===== src/rtl/move_sequencer.sv =====
// Connect4 move sequencer: validates a column request, writes the piece,
// runs the win-check handshake and tracks turn, piece count and status.
//
// Ports:
//   clk, reset, new_game         clock, sync active-high clears
//   move_req, move_col           column request (held until move_ack)
//   move_ack, invalid_move       completion / rejection pulses
//   wr_en, wr_row, wr_col,       board RAM write strobe and cell
//   wr_data
//   chk_start, chk_row, chk_col  win-checker start and last placed cell
//   chk_done, chk_win            win-checker result
//   player_turn, piece_count,    game state
//   board_full, game_status
//   busy                         high while a move is being processed
module move_sequencer #(
    parameter int ROWS = 6,
    parameter int COLS = 7
) (
    input  logic       clk,
    input  logic       reset,
    input  logic       new_game,
    input  logic       move_req,
    input  logic [2:0] move_col,
    output logic       move_ack,
    output logic       invalid_move,
    output logic       wr_en,
    output logic [2:0] wr_row,
    output logic [2:0] wr_col,
    output logic [1:0] wr_data,
    output logic       chk_start,
    output logic [2:0] chk_row,
    output logic [2:0] chk_col,
    input  logic       chk_done,
    input  logic       chk_win,
    output logic       player_turn,
    output logic [5:0] piece_count,
    output logic       board_full,
    output logic [1:0] game_status,
    output logic       busy
);

    typedef enum logic [2:0] {
        S_IDLE,
        S_VALIDATE,
        S_REJECT,
        S_WRITE,
        S_CHECK,
        S_WAIT_CHK,
        S_ACK,
        S_OVER
    } state_t;

    localparam logic [5:0] CELLS_W = 6'(ROWS * COLS);
    localparam logic [2:0] ROWS_W  = 3'(ROWS);
    localparam logic [3:0] COLS_W  = 4'(COLS);

    state_t     state_q;
    // Eight slots so any 3-bit column indexes a real entry;
    // slots at or above COLS are never written.
    logic [2:0] height_q [8];
    logic [2:0] col_q;
    logic       move_ack_q;
    logic       invalid_q;
    logic       wr_en_q;
    logic [2:0] wr_row_q;
    logic [2:0] wr_col_q;
    logic [1:0] wr_data_q;
    logic       chk_start_q;
    logic [2:0] chk_row_q;
    logic [2:0] chk_col_q;
    logic       turn_q;
    logic [5:0] count_q;
    logic       full_q;
    logic [1:0] status_q;
    logic       busy_q;

    logic       col_ok_d;
    logic [2:0] cur_h_d;
    logic       reject_d;
    logic [5:0] count_d;

    always_comb begin
        col_ok_d = ({1'b0, col_q} < COLS_W);
        cur_h_d  = height_q[col_q];
        reject_d = !col_ok_d || (cur_h_d >= ROWS_W) ||
                   (status_q != 2'b00);
        count_d  = count_q + 6'd1;
    end

    always_ff @(posedge clk) begin
        if (reset || new_game) begin
            state_q     <= S_IDLE;
            for (int i = 0; i < 8; i++) begin
                height_q[i] <= 3'd0;
            end
            col_q       <= 3'd0;
            move_ack_q  <= 1'b0;
            invalid_q   <= 1'b0;
            wr_en_q     <= 1'b0;
            wr_row_q    <= 3'd0;
            wr_col_q    <= 3'd0;
            wr_data_q   <= 2'b00;
            chk_start_q <= 1'b0;
            chk_row_q   <= 3'd0;
            chk_col_q   <= 3'd0;
            turn_q      <= 1'b0;
            count_q     <= 6'd0;
            full_q      <= 1'b0;
            status_q    <= 2'b00;
            busy_q      <= 1'b0;
        end else begin
            move_ack_q  <= 1'b0;
            invalid_q   <= 1'b0;
            wr_en_q     <= 1'b0;
            chk_start_q <= 1'b0;

            unique case (state_q)
                S_IDLE: begin
                    if (move_req) begin
                        col_q   <= move_col;
                        busy_q  <= 1'b1;
                        state_q <= S_VALIDATE;
                    end
                end

                // A finished game routes through VALIDATE too, so
                // rejections keep the same two-cycle latency.
                S_VALIDATE: begin
                    if (reject_d) begin
                        move_ack_q <= 1'b1;
                        invalid_q  <= 1'b1;
                        busy_q     <= 1'b0;
                        state_q    <= S_REJECT;
                    end else begin
                        wr_en_q   <= 1'b1;
                        wr_row_q  <= cur_h_d;
                        wr_col_q  <= col_q;
                        wr_data_q <= {turn_q, ~turn_q};
                        chk_row_q <= cur_h_d;
                        chk_col_q <= col_q;
                        height_q[col_q] <= cur_h_d + 3'd1;
                        count_q   <= count_d;
                        full_q    <= (count_d == CELLS_W);
                        state_q   <= S_WRITE;
                    end
                end

                S_REJECT: begin
                    state_q <= (status_q != 2'b00) ? S_OVER : S_IDLE;
                end

                S_WRITE: begin
                    chk_start_q <= 1'b1;
                    state_q     <= S_CHECK;
                end

                S_CHECK: begin
                    state_q <= S_WAIT_CHK;
                end

                S_WAIT_CHK: begin
                    if (chk_done) begin
                        move_ack_q <= 1'b1;
                        busy_q     <= 1'b0;
                        if (chk_win) begin
                            status_q <= turn_q ? 2'b10 : 2'b01;
                            state_q  <= S_OVER;
                        end else if (full_q) begin
                            status_q <= 2'b11;
                            state_q  <= S_OVER;
                        end else begin
                            turn_q  <= ~turn_q;
                            state_q <= S_ACK;
                        end
                    end
                end

                S_ACK: begin
                    state_q <= S_IDLE;
                end

                // The ack cycle right after a final move still sees
                // the finishing request; skip it.
                S_OVER: begin
                    if (move_req && !move_ack_q) begin
                        col_q   <= move_col;
                        busy_q  <= 1'b1;
                        state_q <= S_VALIDATE;
                    end
                end

                default: begin
                    state_q <= S_IDLE;
                end
            endcase
        end
    end

    assign move_ack     = move_ack_q;
    assign invalid_move = invalid_q;
    assign wr_en        = wr_en_q;
    assign wr_row       = wr_row_q;
    assign wr_col       = wr_col_q;
    assign wr_data      = wr_data_q;
    assign chk_start    = chk_start_q;
    assign chk_row      = chk_row_q;
    assign chk_col      = chk_col_q;
    assign player_turn  = turn_q;
    assign piece_count  = count_q;
    assign board_full   = full_q;
    assign game_status  = status_q;
    assign busy         = busy_q;

endmodule


===== config.mk =====
export PLATFORM = sky130hd
export DESIGN_NAME = move_sequencer
export DESIGN_NICKNAME = d
export VERILOG_FILES = /design/src/rtl/move_sequencer.sv
export SDC_FILE = /design/constraint.sdc
export NUM_CORES = 1
export LEC_CHECK = 0
export CORE_MARGIN = 2
export CORE_UTILIZATION = 25
export DETAILED_ROUTE_END_ITERATION = 16
export GPL_TIMING_DRIVEN = 0
export PLACE_DENSITY = 0.46
export SYNTH_ARGS = -nofsm -noshare
export SYNTH_HDL_FRONTEND = slang
export SYNTH_SLANG_ARGS = --single-unit

===== constraint.sdc =====
create_clock -name clk -period 2.9 [get_ports clk]
set_input_delay 0.435 -clock clk [delete_from_list [all_inputs] [get_ports clk]]
set_output_delay 0.435 -clock clk [all_outputs]
set_load 0.01 [all_outputs]

== Yosys cells after proc, flatten, opt, wreduce, memory -nomap -nowiden ==
Memory sizes are Yosys's and may differ from the RTL's. A register that Yosys moved wholly into a read port is not among the register bits.
Index checks and enable logic that the tools add are counted.
Word-level totals
  bits in registers: 29
  memory bits (writable): 24
  input bits: 9
  output and inout port bits: 29
  word-level logic and storage cells: 89
  memories kept: 1
Memory list
  height_q: depth 8, width 3, rd ports 1, clocked after memory_dff 1, wr ports 8, line 60  | logic [2:0] height_q [8];
Operators by class
  $add $sub $neg: 2
  magnitude comparators: 2
  equality and inequality tests: 12
  muxes and demuxes: 34
  bitwise operators: 5
  reductions and logical operators: 19
Operators by type and width (count)
  3-bit two-way mux: 10
  3-bit case mux with 8 select lines: 1
  1-bit two-way mux: 17
  3-bit == test, second input constant: 4
  3-bit AND reduction: 3
  2-bit inequality test, second input constant: 4
  6-bit by 1-bit adder with 6-bit output, second input constant: 1
  3-bit by 2-bit == test with 1-bit output, second input constant: 2
  6-bit == test, second input constant: 1
  2-bit two-way mux: 3
  3-bit case mux with 2 select lines: 1
  2-bit nonzero test: 3
  1-bit NOT: 5
  5-bit AND reduction: 1
  1-bit case mux with 4 select lines: 1
  4-bit AND reduction: 1
  4-bit nonzero test: 1
  3-bit by 1-bit adder with 3-bit output, second input constant: 1
  3-bit by 1-bit == test with 1-bit output, second input constant: 1
  3-bit >= comparator, second input constant: 1
  3-bit logical NOT: 1
  1-bit logical OR: 3
  3-bit < comparator, second input constant: 1
  3-bit OR reduction: 1
  5 further kinds: 6

== Depth between registers and ports, before layout ==
Gate-level depths: netlist of the first run.
  word-level depth: 10
  gate-level depth with buffers: 8
  mapped depth without buffers: 7

== Least setup slack after synthesis of the first run ==
Ideal clock, no wire load.
  path kind: reg-to-reg
  start: register with a tool-made name
  end: memory height_q[0][2] (data pin)
  arrival time: 1.925 ns
  data required time: 2.632 ns
  setup slack: 0.708 ns
  stages on the path, launching flop included: 8
  cells stage by stage: dfxtp_1 buf_6 mux4_2 mux2_2 ha_1 nor2b_1 o21ai_1 nor2_1
RTL lines (line)
  end: declaration: 60

==> impl_metrics.toml, run 1 <==
[status]
status = "finished, final reports clean"

[clocking]
cts-buffers-inserted = 5
htreeDepth = 2
cts.sink_count = 56
cts_hold_buffers = 0
cts_tree = "yes"
cts_resized = 0
cts_buffer_depth = 2
postCtsSetupBuffers = 0
clk_pin_slew_ps = 100
clk-insertion-delay-late_ps = 300
cts_root_buffer = "clkbuf_8"

[placement]
place_congestion = 0.7877
portBuffers = 37
hpwl_mm = 4.606

[global_route]
grt_max_degree = 17
first_global_vias = 1942
grt-ovfl-total = 0
grtUsageTotal_pct = 11.62
grt_antenna_before_repair = 0
grt_pass1_wl_mm = 10.18

[power_and_ir_drop]
power.switching_w = 0.0003564
clockPowerShare_pct = 29.4
sw_frac_of_total_pct = 24.82
power.internal_w = 0.001080
peakVddDrop_mv = 0.1767
power_frac_comb_pct = 10.9
p_seq_share_pct = 59.7
power.leakage_nw = 1.137
power_density_nw_per_um2 = 444.0

[route]
wl_mm = 6.128
post-route-drc-count = 0
ant_nets = 0
vias = 1969
drtPass1Iterations = 6
viasPerCell = 4.485
drt_iter0_markers = 89
wl_per_cell_um = 13.96

[synthesis]
synth-seq-cells = 56
yosys.cell_types.count = 47
postSynthAreaPerCell_um2 = 10.18
post-synth-top-area-cell = "edfxtp_1"
syn_inst = 256
synth_seq_area_share_pct = 52.26
synthArstFlopShare_pct = 0
ys_warn_count = 0
synth_top_area_share_pct = 27.67
synth_area_leaders = "edfxtp_1 (28%), dfxtp_1 (25%), nor2_1 (5.6%)"
synthFlopType = "dfxtp_1"
netlist_area_um2 = 2605
synth-edff-count = 24

[timing]
fin_skew_ps = 8.392
fmaxAchievable_mhz = 369.2
worst_pin_slew_ps = 784.3
fin_crit_sh_pct = 93.41
tns_ps = 0
fin_crit_ps = 2709
final_max_slew_viol_count = 0
setup_viol = 0
max-slew-margin-rel_pct = 47.36
rsz0062_at_grt = "false"
hold_viol = 0

[floorplan]
top_level_ports = 38
core_um2 = 10230
fp.dieW_um = 106.1
die_area_um2 = 11250
initial_core_util_pct = 25.46
die_y_um = 106.1
rows = 37

[critical_path]
critPathKind = "reg2reg"
critPathCaptureType = "flop"
crit_chain = "buf_6 > mux4_2 > mux2_2 > nand2_1 > nand2_1 > o21ai_0"
cpMaxStageDelayCell = "o21ai_0"
cp.arrival_ps = 2660
critPathMaxFanout = 8
max_stage_delay_ps = 620
critPathLaunchType = "flop"
cpMostUsedCell = "nand2_1"
worstPathRequired_ps = 2850

[cells_and_area]
fin_nets = 314
synthToLayoutAreaGrowth_pct = 24.16
fin_util_pct = 31.61
drive_gt1_share_pct = 10.56
diodes = 0

[run]
maxCapViolCount = 0

[hold_path]
hold_path_class = "reg2reg"
## Yosys cell counts (2+ instances only)
| master | instances |
|---|---|
| nor2_1 | 39 |
| or3_1 | 2 |
| nand2b_1 | 5 |
| mux2i_1 | 5 |
| nor3b_1 | 3 |
| a211oi_2 | 2 |
| a211oi_1 | 3 |
| inv_1 | 6 |
| buf_2 | 2 |
| nor3_1 | 13 |
| ha_1 | 3 |
| o22ai_1 | 2 |
| o21ai_0 | 13 |
| edfxtp_1 | 24 |
| dfxtp_1 | 32 |
| buf_4 | 6 |
| clkbuf_1 | 9 |
| xnor2_1 | 6 |
| mux4_2 | 6 |
| nor4_2 | 2 |
| nand3_1 | 15 |
| mux2_2 | 2 |
| a21oi_1 | 5 |
| buf_6 | 2 |
| nor2b_1 | 6 |
| nand2_1 | 22 |
## kinds of logic (layout without fill, tap and decap cells)
| logic type | count (synthesis) | count (layout) | synth area share [%] |
|---|---|---|---|
| flip-flops | 56 | 56 | 52.26 |
| adder cells (fa/ha/maj) | 3 | 3 | 1.441 |
| other | 1 | 3 | 0.1440 |
| multiplexers | 13 | 13 | 7.973 |
| XOR/XNOR | 6 | 6 | 2.017 |
| AND/OR/NAND/NOR | 115 | 115 | 21.18 |
| buffers and inverters | 25 | 70 | 5.139 |
| AO/OA/AOI/OAI | 37 | 37 | 9.846 |
## cell type report
class                           instances  area, µm²
Multi-Input combinational cell        177       1117
Fill cell                            1050       6997
Inverter                                6      22.52
Clock buffer                            7      76.32
Tap cell                              136      170.2
Clock inverter                          1      5.005
Buffer                                 19      111.4
Timing Repair Buffer                   37      370.4
Sequential cell                        56       1361
## worst max-delay path, delay by kind of cell, from the launching register on
| family | cells | cell delay, ps |
|---|---|---|
| flops | 1 | 340 |
| compound gates | 1 | 620 |
| mux | 2 | 900 |
| simple gates | 2 | 350 |
| buf+inv | 1 | 150 |
## power by group through the flow
stage	registers [W]	clock network (W)	logic, W
after floorplan	0.000873	0	0.000101
after global placement	0.000876	0	0.000159
after detailed placement	0.000876	0	0.000159
after CTS	0.000858	0.000437	0.000159
after global routing	0.000861	0.000474	0.000175
final	0.000857	0.000422	0.000157
## layer usage
layer  track usage (%)  up-vias  wire length [µm]
met5                 0        -                 0
met4             2.820        0                69
met3             2.330        6               218
met2             19.08       45              2896
met1             15.77      921              2944
li1                  -      997                 -
## sequential cells by signal, summed over array words and instances, names as in the netlist, 2 cells and up, named ones only
signal,count
state_q,3
height_q,24
col_q,3
wr_data,2
piece_count,6
game_status,2
chk_col,3
chk_row,3
## stage by stage
stage	area, µm²	instances	hold WS [ps]	power, W	worst slack, ps
after floorplan	2613	258	480.2	0.0009744	707.8
final	3234	439	471.7	0.001436	191.2
after CTS	3234	439	476.6	0.001454	141.1
after detailed placement	3153	431	463.7	0.001035	152.1
after global routing	3234	439	523.6	0.001510	24.63
after global placement	3153	431	458.0	0.001035	196.0
## placed cells by master, fill, tap and decap left out, drive strengths merged, types with 6 or more instances in the layout
cell	count
nand3	15
dfxtp	32
nor2b	6
o21ai	14
a21oi	6
nand2	23
edfxtp	24
mux4	6
nor2	39
clkbuf	16
clkdlybuf4s50	37
buf	10
nor3	13
inv	6
xnor2	6
## path summary, 6_finish.rpt
path                           start                           end  slack (ps)  cells after the start
max                             flop  height_q[3][0]$_SDFFCE_PN0P_         190                      6
max reg2reg                     flop  height_q[3][0]$_SDFFCE_PN0P_         190                      6
min          wr_data[0]$_SDFFE_PP0P_       wr_data[0]$_SDFFE_PP0P_         470                      2
min reg2reg  wr_data[0]$_SDFFE_PP0P_       wr_data[0]$_SDFFE_PP0P_         470                      2
No activity file was read; power rests on OpenSTA's default activity.
==> run 2: changes to the inputs <==
CTS_BUF_LIST = sky130_fd_sc_hd__clkbuf_4 sky130_fd_sc_hd__clkbuf_8 sky130_fd_sc_hd__clkbuf_16   (was default)
==> run 2 against run 1 <==
Flip-flop and latch count stayed put. Combinational power hardly changed. Setup slack better by 2.6 ps. First-iteration DRC count is 4.5% higher. Register-to-register slack hardly changed. Power is 1.3% higher. Utilization is 0.073 points higher. Clock skew hardly changed. Maximum frequency hardly changed. Die area stayed put. Global-route usage stayed put. Critical path type unchanged. Critical endpoint unchanged. Largest cell class unchanged. Largest power group unchanged.
==> impl_metrics.toml, run 2 (synthesized netlist as in run 1, its figures left out) <==
[status]
status = "finished, final reports clean"

[timing]
tns_ps = 0
final_max_slew_viol_count = 0
max-slew-margin-rel_pct = 47.35
fin_crit_sh_pct = 93.32
setup_viol = 0
hold_ws_ps = 471.8
fin_skew_ps = 8.480
fin_crit_ps = 2706
hold_viol = 0
worst_pin_slew_ps = 784.5
setup_slack_ps = 193.8
rsz0062_at_grt = "false"
fmaxAchievable_mhz = 369.5

[clocking]
cts.sink_count = 56
clk-insertion-delay-late_ps = 300
cts_hold_buffers = 0
clk_pin_slew_ps = 100
cts_tree = "yes"
cts_resized = 0
postCtsSetupBuffers = 0
cts_root_buffer = "clkbuf_8"
cts_buffer_depth = 2
htreeDepth = 2
cts-buffers-inserted = 5

[route]
viasPerCell = 4.460
drtPass1Iterations = 5
wl_mm = 6.115
drt_iter0_markers = 93
ant_nets = 0
vias = 1958
wl_per_cell_um = 13.93
post-route-drc-count = 0

[floorplan]
die_area_um2 = 11250
top_level_ports = 38
fp.dieW_um = 106.1
core_um2 = 10230
die_y_um = 106.1
initial_core_util_pct = 25.46
rows = 37

[power_and_ir_drop]
p_seq_share_pct = 58.9
sw_frac_of_total_pct = 24.50
power_density_nw_per_um2 = 448.8
total_power_w = 0.001455
peakVddDrop_mv = 0.1773
power.leakage_nw = 1.144
power_frac_comb_pct = 10.8
clockPowerShare_pct = 30.3
power.switching_w = 0.0003564
power.internal_w = 0.001098

[cells_and_area]
fin_util_pct = 31.69
diodes = 0
drive_gt1_share_pct = 11.22
top_register = "height_q"
mostFrequentLayoutCell = "nor2_1"
synthToLayoutAreaGrowth_pct = 24.45
multiInputGateArea_um2 = 1117
largest_reg_flops = 24
regArea_um2 = 1361
fill_cells = 1047
fin_nets = 314
final_cell_mix = "nor2_1 (39), clkdlybuf4s50_1 (37), dfxtp_1 (32), edfxtp_1 (24), nand2_1 (22)"

[placement]
pre_cts_slack_ps = 152.1
portBuffers = 37
place_congestion = 0.7877
hpwl_mm = 4.606

[global_route]
grt_antenna_before_repair = 0
grt-ovfl-total = 0
grt_pass1_wl_mm = 10.18
grt_max_degree = 17
first_global_vias = 1942
grtUsageTotal_pct = 11.62

[critical_path]
critPathCaptureType = "flop"
rrSetupSlack_ps = 190
critPathKind = "reg2reg"
critPathMaxFanout = 8
worstPathRequired_ps = 2850
critPathLaunchType = "flop"
cp.arrival_ps = 2650

[hold_path]
hold_path_class = "reg2reg"

[run]
maxCapViolCount = 0
==> run 2: metrics by stage <==
stage	area (µm²)	instances
floorplan	2613	258
global placement	3153	431
detailed placement	3153	431
CTS	3242	439
global route	3242	439
finish	3242	439
==> run 2: power by group through the flow <==
stage	logic, W	registers (W)	clock network [W]
6_report	0.000157	0.000857	0.000441
4_1_cts	0.000159	0.000858	0.000457
3_5_place_dp	0.000159	0.000876	0
2_1_floorplan	0.000101	0.000873	0
5_1_grt	0.000175	0.000861	0.000493
3_3_place_gp	0.000159	0.000876	0
==> run 2: area by class of cell <==
| cell class | instances | share of cell area, % |
|---|---|---|
| sequential | 56 | 41.99 |
| multi-input combinational | 177 | 34.47 |
| timing repair buffer | 37 | 11.42 |
| tap | 136 | 5.249 |
| buffer | 19 | 3.435 |
| clock buffer | 7 | 2.586 |
| inverter | 6 | 0.6947 |
| clock inverter | 1 | 0.1544 |
==> run 2: worst max-delay path, stage by stage (launching register included) <==
cell and delay, ps:
dfxtp_1 340, buf_6 150, mux4_2 530, mux2_2 370, nand2_1 160, nand2_1 180, o21ai_0 620
==> run 2: per-layer routing <==
layer  share of wire, %  GRT usage (%)  vias up  routed length (µm)
li1                   -              -      996                   -
met1                 48          15.77      921                2947
met2                 47          19.08       37                2901
met3                3.3          2.330        4                 204
met4                1.0          2.820        0                  63
met5                  0              0        -                   0
==> run 2: path summary, 6_finish.rpt <==
kind / start / end / depth (start not counted)
worst max-delay path: flop / height_q[3][0]$_SDFFCE_PN0P_ / 6
worst min-delay path: wr_data[0]$_SDFFE_PP0P_ / wr_data[0]$_SDFFE_PP0P_ / 2
worst max register to register: flop / height_q[3][0]$_SDFFCE_PN0P_ / 6
worst min register to register: wr_data[0]$_SDFFE_PP0P_ / wr_data[0]$_SDFFE_PP0P_ / 2
